===== config.mk =====
export PLATFORM = sky130hd
export DESIGN_NAME = vga_sync_gen
export DESIGN_NICKNAME = d
export VERILOG_FILES = /design/src/rtl/vga_sync_gen.sv
export SDC_FILE = /design/constraint.sdc
export NUM_CORES = 1
export LEC_CHECK = 0
export BUFFER_PORTS_ARGS = -buffer_cell sky130_fd_sc_hd__buf_2
export CAP_MARGIN = 40
export CORE_MARGIN = 4
export CORE_UTILIZATION = 55
export DETAILED_ROUTE_END_ITERATION = 6
export GPL_TIMING_DRIVEN = 0
export PLACE_DENSITY = 0.8
export SYNTH_ARGS = -nofsm -noshare
export SYNTH_HDL_FRONTEND = slang
export SYNTH_SLANG_ARGS = --single-unit
export TNS_END_PERCENT = 20

===== constraint.sdc =====
create_clock -name Clk -period 4.9 [get_ports Clk]
set_clock_uncertainty 0.15 [all_clocks]
set_input_delay 0.735 -clock Clk [delete_from_list [all_inputs] [get_ports Clk]]
set_output_delay 0.735 -clock Clk [all_outputs]
set_load 0.03 [all_outputs]

===== src/rtl/vga_sync_gen.sv =====
// vga_sync_gen: VGA raster timing generator with registered sync, blanking and colour.
// Ports: Clk, Reset (sync, active-high); Red_In/Green_In/Blue_In colour for Xpos/Ypos;
//        Xpos/Ypos live counters; Hsync/Vsync active-low; Video_On; Frame_Start pulse;
//        Red/Green/Blue registered DAC colour.
// Build option: define VGA_PIXEL_TICK_EN to advance the raster every second Clk.
module vga_sync_gen #(
    parameter int H_VISIBLE = 640,
    parameter int H_FRONT   = 16,
    parameter int H_SYNC    = 96,
    parameter int H_BACK    = 48,
    parameter int V_VISIBLE = 480,
    parameter int V_FRONT   = 10,
    parameter int V_SYNC    = 2,
    parameter int V_BACK    = 33
) (
    input  logic        Clk,
    input  logic        Reset,
    input  logic [3:0]  Red_In,
    input  logic [3:0]  Green_In,
    input  logic [3:0]  Blue_In,
    output logic [15:0] Xpos,
    output logic [15:0] Ypos,
    output logic        Hsync,
    output logic        Vsync,
    output logic        Video_On,
    output logic        Frame_Start,
    output logic [3:0]  Red,
    output logic [3:0]  Green,
    output logic [3:0]  Blue
);

    localparam int H_TOTAL = H_VISIBLE + H_FRONT + H_SYNC + H_BACK;
    localparam int V_TOTAL = V_VISIBLE + V_FRONT + V_SYNC + V_BACK;

    localparam logic [15:0] H_LAST   = 16'(H_TOTAL - 1);
    localparam logic [15:0] V_LAST   = 16'(V_TOTAL - 1);
    localparam logic [15:0] H_VIS    = 16'(H_VISIBLE);
    localparam logic [15:0] V_VIS    = 16'(V_VISIBLE);
    localparam logic [15:0] HS_FIRST = 16'(H_VISIBLE + H_FRONT);
    localparam logic [15:0] HS_LAST  = 16'(H_VISIBLE + H_FRONT + H_SYNC - 1);
    localparam logic [15:0] VS_FIRST = 16'(V_VISIBLE + V_FRONT);
    localparam logic [15:0] VS_LAST  = 16'(V_VISIBLE + V_FRONT + V_SYNC - 1);

    logic [15:0] hcount;
    logic [15:0] vcount;
    logic        pix_tick;
    logic        h_last;
    logic        v_last;
    logic        visible;
    logic        hsync_n;
    logic        vsync_n;

`ifdef VGA_PIXEL_TICK_EN
    // Cleared by reset so the first advance lands on the second edge after release.
    always_ff @(posedge Clk) begin
        if (Reset)
            pix_tick <= 1'b0;
        else
            pix_tick <= ~pix_tick;
    end
`else
    assign pix_tick = 1'b1;
`endif

    always_comb begin
        h_last  = (hcount == H_LAST);
        v_last  = (vcount == V_LAST);
        visible = (hcount < H_VIS) && (vcount < V_VIS);
        hsync_n = !((hcount >= HS_FIRST) && (hcount <= HS_LAST));
        vsync_n = !((vcount >= VS_FIRST) && (vcount <= VS_LAST));
    end

    always_ff @(posedge Clk) begin
        if (Reset) begin
            hcount <= '0;
            vcount <= '0;
        end else if (pix_tick) begin
            if (h_last) begin
                hcount <= '0;
                vcount <= v_last ? '0 : vcount + 16'd1;
            end else begin
                hcount <= hcount + 16'd1;
            end
        end
    end

    // Timing and colour describe the pixel just counted, so they trail Xpos/Ypos by one tick.
    always_ff @(posedge Clk) begin
        if (Reset) begin
            Hsync    <= 1'b1;
            Vsync    <= 1'b1;
            Video_On <= 1'b0;
            Red      <= '0;
            Green    <= '0;
            Blue     <= '0;
        end else if (pix_tick) begin
            Hsync    <= hsync_n;
            Vsync    <= vsync_n;
            Video_On <= visible;
            Red      <= visible ? Red_In   : 4'h0;
            Green    <= visible ? Green_In : 4'h0;
            Blue     <= visible ? Blue_In  : 4'h0;
        end
    end

    // Updated every Clk (not only on ticks) so the pulse is one Clk wide.
    always_ff @(posedge Clk) begin
        if (Reset)
            Frame_Start <= 1'b0;
        else
            Frame_Start <= pix_tick && h_last && v_last;
    end

    assign Xpos = hcount;
    assign Ypos = vcount;

endmodule


==> flow_summary.json <==
{
  "status": "finished, final reports clean",
  "drc": 0,
  "ys_types": 37,
  "min_period_over_period": 0.4486,
  "holdCritPathClass": "reg2reg",
  "clock_latency_ns": 0.31,
  "cts_resized": 0,
  "cap_viol_max_count": 0,
  "most-common-layout-cells": "buf_2, dfxtp_1, nor2_1",
  "clk_pin_slew_ns": 0.09,
  "die_h_um": 69.77,
  "arrival_ns": 2.29,
  "dp_slack_ns": 2.755,
  "synth_nets": 254,
  "area.growth.synth_to_final_pct": 23.97,
  "synth_fa_ha_area_frac": 0.02385,
  "synth_mux_area_frac": 0.004770,
  "wl_per_cell_um": 13.08,
  "final_util": 0.7105,
  "cts_tree": "yes",
  "timing.hold.ws_ns": 0.3607,
  "wl_um": 4618,
  "powerDensity_nw_per_um2": 304.3,
  "synth_top_cell_by_area": "dfxtp_1",
  "worst_slack_ns": 2.702,
  "grt_pass1_wl_um": 7893,
  "layout-drive-gt1-share": 0.2885,
  "comb_power_share": 0.056,
  "synth-compound-area-share": 0.04830,
  "crit_type": "reg2reg",
  "synth_warnings": 0,
  "first_pass_iters": 4,
  "synth_top_family_by_area": "simple AND/OR/NAND/NOR gates",
  "async_flop_share": 0,
  "start_kind": "register",
  "ir_drop_mv": 0.3456,
  "drt_iter0_markers": 130,
  "cp_cell_sequence": "inv_1 -> ha_1 -> nor4bb_1 -> and4_1 -> clkbuf_1 -> nor3_1 -> nand3b_1 -> a21oi_1",
  "synth_edf_count": 0,
  "fin_crit_ns": 2.198,
  "n_antenna_cell": 0,
  "overflow": 0,
  "p_sw_mw": 0.1732,
  "dp_hpwl_um": 3400,
  "rsz0062_at_grt": "no",
  "ys.flop_type": "dfxtp_1",
  "vias_per_cell": 5.269,
  "pwr-share-clk": 0.437,
  "fin_cells": 353,
  "final_nets": 322,
  "cts_buffers": 5,
  "cts_sinks": 48,
  "synth_simple_gate_area_frac": 0.3268,
  "p_leak_nw": 1.145,
  "fmax_ghz": 0.4550,
  "avgSynthCellArea_sq_um": 8.891,
  "grt_max_degree": 17,
  "cts_buffer_depth": 2,
  "core_sq_um": 3661,
  "holdBufCountCts": 0,
  "slew_violations": 0,
  "vias": 1860,
  "portBuffers": 61,
  "syn-instance-count": 236,
  "synthesis.area_sq_um": 2098,
  "slowest_stage": "nor3_1",
  "maxSlewHeadroom": 0.6318,
  "ys_ff_latch": 48,
  "initial_core_util": 0.5731,
  "synth_area_leaders": "dfxtp_1, nor2_1, xnor2_1",
  "gp_congestion": 0.7895,
  "hold_violations": 0,
  "grt_use_total": 0.1986,
  "p_sw_frac": 0.2188,
  "reg2reg_slack_ns": 2.70,
  "synth_top_area_frac": 0.4580,
  "dieArea_sq_um": 4867,
  "final-setup-viol-count": 0,
  "p_int_mw": 0.6184,
  "ios": 62,
  "worstMarginPinSlew_ns": 0.5473,
  "cp.required_ns": 4.99,
  "fin_setup_tns_ns": 0,
  "layout_commonest_cell": "buf_2",
  "place_inst": 345,
  "htreeDepth": 2,
  "cts-root-buf": "clkbuf_8",
  "critPathMaxStageDelay_ns": 0.43,
  "pwr-share-seq": 0.507,
  "antenna_found_initial": 0,
  "synth-seq-area-share": 0.4580,
  "post-cts-setup-buffer-count": 0,
  "grt_pass1_vias": 1766,
  "synthXorXnorAreaFrac": 0.09183,
  "critPathCaptureType": "register",
  "fillers": 315,
  "die_width_um": 69.77,
  "ant_nets": 0,
  "rows": 22,
  "path_max_fanout": 10
}
[layout make-up]
cell class              instances  area, sq um  area share
multi-input cells             170         1040      0.3997
flip-flops and latches         48        960.9      0.3694
repair buffers                 61        305.3      0.1174
clock buffers                   5        68.82     0.02646
clock inverters                 3        68.82     0.02646
plain buffers                  10        67.56     0.02597
well taps                      48        60.06     0.02309
inverters                       8        30.03     0.01154
[state kept, by name (all words and copies together) (netlist names)]
register     count
Video_On         1
Xpos            16
Red              4
Ypos            16
Hsync            1
Blue             4
Vsync            1
Green            4
Frame_Start      1
[synthesized netlist by cell type (2+ instances only)]
cell type,n
nor4_1,6
xnor2_1,14
nand3_1,11
a31oi_1,2
nor2_1,39
nand2_1,14
buf_6,3
and3_1,3
ha_1,4
xor2_1,8
inv_1,8
nor4bb_1,2
clkbuf_1,3
dfxtp_1,48
and2_1,13
and4_2,4
nor2_2,3
nand3b_1,3
o21ai_0,8
nand4_1,7
a21oi_1,8
nor3_1,9
buf_2,2
[metrics by stage]
stage	cell area, sq um	total power, mW
detailed placement	2464	0.4558
global placement	2464	0.4548
finish	2601	0.7916
floorplan	2098	0.4397
global route	2601	0.8149
CTS	2601	0.7951
[power groups by stage]
stage               Combinational, mW  Clock, mW  Sequential, mW
floorplan                      0.0131          0           0.427
global placement               0.0444          0           0.410
detailed placement             0.0451          0           0.411
CTS                            0.0453      0.348           0.402
global route                   0.0485      0.364           0.403
finish                         0.0445      0.346           0.401
[kinds of logic (layout without fill, tap and decap cells)]
group           Yosys count  count (layout)
xor+xnor                 22              22
compound gates           19              19
fa+ha+maj                 4               4
buf+inv                  18              87
mux                       1               1
simple gates            124             124
flops                    48              48
[layer usage]
layer,part of all wire,track usage,up-vias
li1,-,-,933
met1,0.42,0.2240,880
met2,0.51,0.3620,41
met3,0.056,0.05217,6
met4,0.014,0.05957,0
met5,0,0,-
[worst max-delay path: cells and delay by family (launching register included)]
kind,cells,cell delay (ns)
buf+inv,2,0.32
fa+ha+maj,1,0.20
simple gates,4,0.90
compound gates,1,0.16
flops,1,0.40
[final timing paths]
kind / start / to / depth (start not counted)
worst max register to register: Ypos[0] / Ypos[4] / 8
worst max-delay path: Ypos[0] / Ypos[4] / 8
worst min-delay path: Xpos[0] / Xpos[0] / 1
worst min register to register: Xpos[0] / Xpos[0] / 1
(Power assumes the default switching activity.)
